==> config.mk <==
export PLATFORM = sky130hd
export DESIGN_NAME = alu_multicycle
export DESIGN_NICKNAME = d
export VERILOG_FILES = /design/src/rtl/alu_pkg.sv /design/src/rtl/srl_step.sv /design/src/rtl/alu_multicycle.sv
export SDC_FILE = /design/constraint.sdc
export NUM_CORES = 1
export LEC_CHECK = 0
export ABC_AREA = 1
export CAP_MARGIN = 20
export CORE_ASPECT_RATIO = 0.8
export CORE_MARGIN = 5
export CORE_UTILIZATION = 35
export CTS_BUF_LIST = sky130_fd_sc_hd__clkbuf_8
export DETAILED_ROUTE_END_ITERATION = 10
export PLACE_DENSITY = 0.5
export SYNTH_ARGS = -nofsm -noshare
export SYNTH_HDL_FRONTEND = slang
export SYNTH_SLANG_ARGS = --single-unit
export TNS_END_PERCENT = 10
==> constraint.sdc <==
create_clock -name clk -period 3.15 [get_ports clk]
set_input_delay 0.315 -clock clk [delete_from_list [all_inputs] [get_ports clk]]
set_output_delay 0.315 -clock clk [all_outputs]
set_load 0.1 [all_outputs]
==> src/rtl/alu_pkg.sv <==
// Shared ALU op codes, FSM state encoding and a legality helper used by the
// multicycle execution unit and its upstream decoder.
package alu_pkg;

    localparam logic [3:0] ALU_ADD = 4'b0000;
    localparam logic [3:0] ALU_SUB = 4'b0001;
    localparam logic [3:0] ALU_AND = 4'b0010;
    localparam logic [3:0] ALU_OR  = 4'b0011;
    localparam logic [3:0] ALU_SRL = 4'b0101;

    typedef enum logic [1:0] {
        StIdle  = 2'd0,
        StShift = 2'd1,
        StDone  = 2'd2
    } alu_state_e;

    // Unknown bits never match a legal code, so X decodes as illegal.
    function automatic logic is_legal_op(input logic [3:0] code);
        logic legal;
        legal = 1'b0;
        case (code)
            ALU_ADD, ALU_SUB, ALU_AND, ALU_OR, ALU_SRL: legal = 1'b1;
            default:                                    legal = 1'b0;
        endcase
        return legal;
    endfunction

endpackage

==> src/rtl/srl_step.sv <==
// One iteration of the iterative logical right shift: shifts by at most Step bits
// and reports how much of the requested amount remains.
module srl_step #(
    parameter int unsigned  Width = 32,
    parameter int unsigned  Step  = 1,
    localparam int unsigned AmtW  = $clog2(Width)
) (
    input  logic [Width-1:0] value_i,
    input  logic [AmtW-1:0]  amount_i,
    output logic [Width-1:0] value_o,
    output logic [AmtW-1:0]  amount_o
);

    // One extra bit so Step == Width is representable.
    localparam logic [AmtW:0] StepW = (AmtW + 1)'(Step);

    logic [AmtW:0] take;

    always_comb begin
        take     = ({1'b0, amount_i} < StepW) ? {1'b0, amount_i} : StepW;
        value_o  = value_i >> take;
        amount_o = amount_i - take[AmtW-1:0];
    end

endmodule

==> src/rtl/alu_multicycle.sv <==
// Multicycle ALU with valid/ready on both sides: single-cycle ADD/SUB/AND/OR and an
// iterative SRL that shifts SHIFT_STEP bits per cycle.
module alu_multicycle
    import alu_pkg::*;
#(
    parameter int unsigned WIDTH      = 32,
    parameter int unsigned SHIFT_STEP = 1
) (
    input  logic             clk,
    input  logic             reset,
    input  logic             in_valid,
    output logic             in_ready,
    input  logic [3:0]       alu_control,
    input  logic [WIDTH-1:0] op_a,
    input  logic [WIDTH-1:0] op_b,
    output logic             out_valid,
    input  logic             out_ready,
    output logic [WIDTH-1:0] result,
    output logic             zero,
    output logic             illegal
);

    localparam int unsigned AmtW = $clog2(WIDTH);

    alu_state_e       state_q, state_d;
    logic [WIDTH-1:0] result_q, result_d;
    logic [WIDTH-1:0] shift_val_q, shift_val_d;
    logic [AmtW-1:0]  shift_amt_q, shift_amt_d;
    logic             illegal_q, illegal_d;

    logic             accept;
    logic [AmtW-1:0]  req_amt;
    logic [WIDTH-1:0] step_val;
    logic [AmtW-1:0]  step_amt;

    assign in_ready = (state_q == StIdle) | ((state_q == StDone) & out_ready);
    assign accept   = in_valid & in_ready;
    assign req_amt  = op_b[AmtW-1:0];

    srl_step #(
        .Width (WIDTH),
        .Step  (SHIFT_STEP)
    ) u_srl_step (
        .value_i  (shift_val_q),
        .amount_i (shift_amt_q),
        .value_o  (step_val),
        .amount_o (step_amt)
    );

    always_comb begin
        state_d     = state_q;
        result_d    = result_q;
        shift_val_d = shift_val_q;
        shift_amt_d = shift_amt_q;
        illegal_d   = illegal_q;

        unique case (state_q)
            StIdle, StDone: begin
                if (accept) begin
                    state_d   = StDone;
                    illegal_d = ~is_legal_op(alu_control);
                    case (alu_control)
                        ALU_ADD: result_d = op_a + op_b;
                        ALU_SUB: result_d = op_a + ~op_b + WIDTH'(1);
                        ALU_AND: result_d = op_a & op_b;
                        ALU_OR:  result_d = op_a | op_b;
                        ALU_SRL: begin
                            if (req_amt == '0) begin
                                result_d = op_a;
                            end else begin
                                shift_val_d = op_a;
                                shift_amt_d = req_amt;
                                state_d     = StShift;
                            end
                        end
                        default: result_d = '0;
                    endcase
                end else if ((state_q == StDone) && out_ready) begin
                    state_d = StIdle;
                end
            end
            StShift: begin
                shift_val_d = step_val;
                shift_amt_d = step_amt;
                if (step_amt == '0) begin
                    result_d = step_val;
                    state_d  = StDone;
                end
            end
            default: state_d = StIdle;
        endcase
    end

    always_ff @(posedge clk) begin
        if (reset) begin
            state_q     <= StIdle;
            result_q    <= '0;
            shift_val_q <= '0;
            shift_amt_q <= '0;
            illegal_q   <= 1'b0;
        end else begin
            state_q     <= state_d;
            result_q    <= result_d;
            shift_val_q <= shift_val_d;
            shift_amt_q <= shift_amt_d;
            illegal_q   <= illegal_d;
        end
    end

    assign out_valid = (state_q == StDone);
    assign result    = result_q;
    assign zero      = (result_q == '0);
    assign illegal   = illegal_q;

endmodule

Word-level counts from Yosys, hierarchy flattened
Index checks and enable logic that the tools add are counted.
{ "word_totals": {"regBits": 72, "out_inout_bits": 36} }
{ "op_classes": {"add_sub_neg": 4, "n_lt_le_gt_ge": 1, "eq_ne": 12, "shift": 1, "muxes": 23, "bitwise_logic": 7, "reduce_logical": 13} }
{ "ops": {"columns": ["cell", "count"], "rows": [
  ["two-way mux 32 bit", 6],
  ["case mux 32 bit (5 select lines)", 1],
  ["case mux 32 bit (2 select lines)", 2],
  ["adder 32 bit", 2],
  ["adder 32 x 1 -> 32 bit, second input constant", 1],
  ["bitwise AND 32 bit", 1],
  ["zero test 32 bit", 1],
  ["NOT 32 bit", 1],
  ["OR 32 bit", 1],
  [">> shifter 32 x 6 -> 32 bit", 1],
  ["two-way mux 5 bit", 4],
  ["zero test 5 bit", 2],
  ["two-way mux 2 bit", 5],
  ["case mux 5 bit (2 select lines)", 1],
  ["== test 4 x 2 -> 1 bit, second input constant", 2],
  ["AND reduction 4 bit", 2],
  ["!= test 2 bit, second input constant", 3],
  ["!= test 3 bit, second input constant", 2],
  ["< comparator 5 x 1 -> 1 bit, second input constant", 1],
  ["OR reduction 5 bit", 1],
  ["subtractor 5 bit", 1],
  ["== test 4 x 1 -> 1 bit, second input constant", 1],
  ["== test 4 x 3 -> 1 bit, second input constant", 1],
  ["zero test 4 bit", 1],
  ["13 further kinds", 17]
]} }

Longest topological paths before layout
{ "logic_depth": {"ltp_word": 7, "mapped_depth": 17} }

Modules after synthesis
A second synthesis with hierarchy kept.
{ "hier_totals": {"cells_unflattened": 1810, "hier_area_um2": 10281.1} }
{ "by_module_without_submodules": {"columns": ["mod", "n_inst", "cells_each", "area_per_inst_um2", "seq_area_each_um2"], "rows": [
  ["alu_multicycle", 1, 1679, 9604.2, 1441.4],
  ["srl_step", 1, 131, 676.9, 0.0]
]} }

Worst setup path after synthesis
No wires, ideal clock.
{ "synth_timing": {"path_kind": "register to register", "start": "register state_q[1]", "end": "register result_q[26], in the netlist result[26]", "t_arrival_ps": 2905, "required_time_ps": 3080, "path_slack_ps": 174, "path_stages_with_launch": 12, "n_path_buf": 2, "period_less_slack_ps": 2976, "cell_sequence": "dfxtp_1 inv_2 nor2_1 nor2_1 nand2_1 inv_1 a21oi_1 nor2_4 buf_6 buf_6 o21ai_1 a21oi_1"} }
{ "synth_between": {"elab_chain_cells": 6, "word_cells_on_any_way": 13} }
{ "synth_rtl": {"columns": ["element", "line", "source"], "rows": [
  ["start, declared", "alu_multicycle.sv:25", "alu_state_e state_q, state_d;"],
  ["start signal, assigned", "alu_multicycle.sv:96", "state_q <= StIdle;"],
  ["start signal, assigned", "alu_multicycle.sv:102", "state_q <= state_d;"],
  ["== test 2 bit", "alu_multicycle.sv:36", "assign in_ready = (state_q == StIdle) | ((state_q == StDone) & out_ready);"],
  ["bitwise AND 1 bit", "alu_multicycle.sv:36", null],
  ["OR 1 bit (*)", "alu_multicycle.sv:36", null],
  ["net in_ready", "alu_multicycle.sv:12", "output logic in_ready,"],
  ["bitwise AND 1 bit (*)", "alu_multicycle.sv:37", "assign accept = in_valid & in_ready;"],
  ["!= test 2 bit (no line) (*)", null, null],
  ["AND reduction 4 bit (no line) (*)", null, null],
  ["end signal, assigned", "alu_multicycle.sv:103", "result_q <= result_d;"],
  ["end, declared", "alu_multicycle.sv:26", "logic [WIDTH-1:0] result_q, result_d;"]
]} }
The timed path passes the listed nets; every way through them passes the cells marked *.
A chain may end at the register's enable or synchronous reset.

Worst setup path in the final report
{ "layout_timing": {"start": "input port op_a[0]", "end": "register result_q[22], in the netlist result[22]"} }
{ "layout_between": {"elab_chain_cells": 5, "word_cells_on_any_way": 6} }
{ "layout_rtl": {"columns": ["element", "line", "source"], "rows": [
  ["start, declared", "alu_multicycle.sv:14", "input logic [WIDTH-1:0] op_a,"],
  ["adder 32 bit", "alu_multicycle.sv:64", "ALU_SUB: result_d = op_a + ~op_b + WIDTH'(1);"],
  ["adder 32 x 1 -> 32 bit", "alu_multicycle.sv:64", null],
  ["case mux 32 bit (5 select lines) (*)", "alu_multicycle.sv:62", "case (alu_control)"],
  ["two-way mux 32 bit (*)", "alu_multicycle.sv:59", "if (accept) begin"],
  ["case mux 32 bit (2 select lines) (*)", "alu_multicycle.sv:57", "unique case (state_q)"]
]} }
Mark *: on every way between the ends. The rest lies on a longest branch, timed or not. The select of a mux whose other input is x is not followed.

==> results.md <==
- Result of the run: finished clean
- Endpoints failing hold: 0
- Standard-cell rows: 54
- Worst Hold Margin: about 480 ps
- Post-Synthesis Cells: between 1.5k and 2k
- Area inside the core boundary: about 0.027 mm²
- Number of levels the H-tree was split into: 3
- Pwr/cell area: 316 mW/mm²
- Setup CP Type: in -> reg
- Endpoint, Worst Hold: shift_val_q[31]
- Wire length of the first global-routing pass: between 60 and 70 mm
- Pin slew with the least headroom to its limit: between 900 and 1000 ps
- Antenna cells: 0
- Data required time at the worst endpoint: approximately 3500 ps
- Area growth from synthesis to layout: 21.0%
- Critical-path top delay cell: sky130_fd_sc_hd__clkdlybuf4s50_1
- Ys flop type: sky130_fd_sc_hd__dfxtp_1
- Half-perimeter wire length after placement: around 35 mm
- Switching pwr: around 1.8 mW
- Proportion of layout cells with a drive suffix above 1: 0.0731
- Final Cycle Share: 0.902
- Static leakage: 6.35 nW
- Net count, final: between 2k and 2.5k
- Maximum clock insertion buffer count: 2
- Beginning of the worst register-to-register path: shift_amt_q[2]
- Die footprint: between 0.03 and 0.04 mm²
- Worst-Skew Late Latency: around 370 ps
- CP Launch Type: primary input
- Buffer type at the clock tree root: sky130_fd_sc_hd__clkbuf_8
- Combined area of the multi-input logic cells: about 0.0068 mm²
- Number of fill cells: just over 3k
- CTS clk-pin slew, worst paths: approximately 80 ps
- Number of placed I/O pins: about 110
- Height of the chip: 160 µm
- Setup repair after global routing missed its margin: no
- Number of antenna-violating nets in the routed design: 0
- Count of input and output buffers: around 110
- Final setup skew: slightly below 9 ps
- Flip-flop and latch count after synthesis: approximately 70
- Leftover overflow at the end of global routing: 0
- Critical path peak fanout: 5
- Count of endpoints failing setup in the final report: 0
- Share of the synthesized area in the top cell type: 0.178
- Post-DR wirelength/cell: between 15 and 20 µm
- Die span in x: 198 µm
- Cell types with the largest area share after synthesis: sky130_fd_sc_hd__nand2_1 (18%), sky130_fd_sc_hd__dfxtp_1 (15%), sky130_fd_sc_hd__ha_1 (13%)
- Area leader, netlist: sky130_fd_sc_hd__nand2_1
- Source of the critical timing path: op_a[0]
- Highest-count cells in the layout ignoring fill and taps: sky130_fd_sc_hd__nand2_1 (467), sky130_fd_sc_hd__inv_1 (333), sky130_fd_sc_hd__nor2_1 (169)
- Seq pwr share: 0.271
- Initial core utilization: 0.358
- Detailed router's first-iteration violation count: ~940
- Crit path buffers/inverters: 1
- Synth warnings: 0
- Kind of end point of the critical path: flip-flop
- Path depth of the worst reg2reg path: 14
- Relative slew slack: 0.339
- Post-layout util: 0.433
- Max-cap viol count: 0
- Pre-Repair DR Iteration Count: 5
- Fmax: approximately 350 MHz
- CTS tree: done
- Final total negative setup slack: 0 ps
- Final weighted congestion in routability-driven placement: 0.939
- Number of antenna violations at the first check in global routing: 0
- Slew Viols, Final: 0
- Worst VDD drop: 0.227 mV
- Total of cells resized after clock tree synthesis: 0
- Post-CTS setup buffers: 0
- Syn Std Cell Area: between 0.009 and 0.01 mm²
- Design internal power: around 2.0 mW
- Cts-stage hold buffer count: 0
- Slowest stage delay, CP: 480 ps
- Net count after synthesis: around 1.9k
- Leading cell type in the layout, fill and taps excluded: sky130_fd_sc_hd__nand2_1
- Kind of cell with the highest combined delay on the critical path: simple AND/OR/NAND/NOR gates
- Setup slack of the most critical reg-to-reg path: ~660 ps
- Number of global-route vias before repair: 11.3k
- Post-synthesis sequential area ratio: 0.146
- Fin worst setup slack: slightly above 300 ps
- Post-DR vias/cell: between 5 and 6
- Switching power as a share of total power: 0.478
- Total Power: 3.76 mW
- Per-instance average area after synthesis: roughly 5.6 µm²
- Share of power burned in the clock network: 0.201
- Cells traversed along the worst timing path: clkdlybuf4s50_1 -> ha_1 -> fa_1 -> nand3_1 -> nand3_1 -> nand2_1 -> nand2_1 -> nand2_1 -> nand2_1 -> nand2_1 -> nand2_1 -> nand2_1 -> nand3_1 -> nand3_1 -> nand2_1 -> a21oi_1
- CTS Buf Count: 9
- Critical path's most frequent cell: sky130_fd_sc_hd__nand2_1
- Endpoint of the worst register-to-register path: result[20]
- Logic gate share of total power: 0.528
- DRC violations left: 0
- Total via count after detailed routing: around 12k
- Worst min path class: reg -> reg
- Total routing resource utilization after global routing: 0.261
- Storage cell area: ~0.0014 mm²
- Cell depth of the worst min-delay path: 2
- Final WL: around 42 mm
- Worst path arrival time: approximately 3100 ps
- Number of synthesized flops with an enable pin: 0
- Pre-CTS WS: -14.9 ps
- Async set-or-reset flop fraction in the synthesized netlist: 0
- Maximum number of pins on one net before global-route repair: between 50 and 60
- Startpoint of the tightest hold check path: shift_val_q[31]
- Number of distinct library cell variants in the gate-level netlist after synthesis: between 40 and 50
- Sinks on the clock net: between 70 and 80
- Tmin final: between 2000 and 3000 ps
==> cells by family after synthesis <==
kind of cell / after synthesis / synth area share
AND/OR/NAND/NOR: 846 / 0.359
buffers and inverters: 409 / 0.164
AO/OA/AOI/OAI: 321 / 0.190
adder cells (fa/ha/maj): 106 / 0.136
flip-flops: 72 / 0.146
XOR/XNOR: 5 / 0.00521
==> sequential cells by signal, summed over array words and instances (netlist names) <==
| signal | count |
|---|---|
| result | 32 |
| shift_amt_q | 5 |
| illegal | 1 |
| shift_val_q | 32 |
| state_q | 2 |
==> layer usage <==
| metal | track usage | vias to the layer above | part of all wire |
|---|---|---|---|
| met3 | 0.0339 | 74 | 0.056 |
| met4 | 0.0917 | 0 | 0.037 |
| li1 | - | 5901 | - |
| met5 | 0 | - | 0 |
| met2 | 0.431 | 371 | 0.45 |
| met1 | 0.349 | 5361 | 0.46 |
==> power by group through the flow <==
stage	registers, mW	logic (mW)	clock network (mW)
final	1.02	1.98	0.756
after global routing	1.03	2.16	0.803
after CTS	1.02	1.97	0.766
after detailed placement	1.04	1.97	0
after global placement	1.04	1.97	0
after floorplan	1.31	0.988	0
==> worst max path at each step <==
stage                            end  depth (start not counted)
final                     result[22]                         16
after global placement    result[22]                         16
after floorplan           result[26]                         11
after global routing      result[22]                         16
after CTS                 result[22]                         16
after detailed placement  result[22]                         16
==> Yosys cell counts (all sizes together) (24+ instances only) <==
master and instances:
a21oi 109, a221oi 24, nand2 470, buf 42
nor2 177, nand4 24, clkbuf 27, ha 104
inv 340, dfxtp 72, nand3 139, o21ai 107
==> worst register-to-register path: stages (launching register included) <==
cell	delay, ps
sky130_fd_sc_hd__dfxtp_1	420
sky130_fd_sc_hd__nor2_4	60
sky130_fd_sc_hd__inv_2	80
sky130_fd_sc_hd__nor2_4	40
sky130_fd_sc_hd__nor2_2	130
sky130_fd_sc_hd__inv_1	60
sky130_fd_sc_hd__ha_1	200
sky130_fd_sc_hd__inv_1	110
sky130_fd_sc_hd__a31oi_1	120
sky130_fd_sc_hd__nor3_1	340
sky130_fd_sc_hd__a21oi_4	130
sky130_fd_sc_hd__nor2_4	140
sky130_fd_sc_hd__buf_4	290
sky130_fd_sc_hd__o21ai_0	160
sky130_fd_sc_hd__a21oi_1	160
==> per-stage QoR <==
stage          instance area (µm²)  instances
2_1_floorplan                 9850       1759
3_3_place_gp                 11700       2250
3_5_place_dp                 11700       2250
4_1_cts                      11900       2265
5_1_grt                      11900       2265
6_report                     11900       2265
==> area by class of cell <==
| class | count | share of cell area |
|---|---|---|
| Timing Repair Buffer | 196 | 0.147 |
| Multi-Input combinational cell | 1278 | 0.571 |
| Sequential cell | 72 | 0.121 |
| Clock inverter | 5 | 0.00420 |
| Inverter | 340 | 0.107 |
| Clock buffer | 10 | 0.0116 |
| Tap cell | 364 | 0.0382 |
Note: power is estimated with default switching activity, not from simulation.
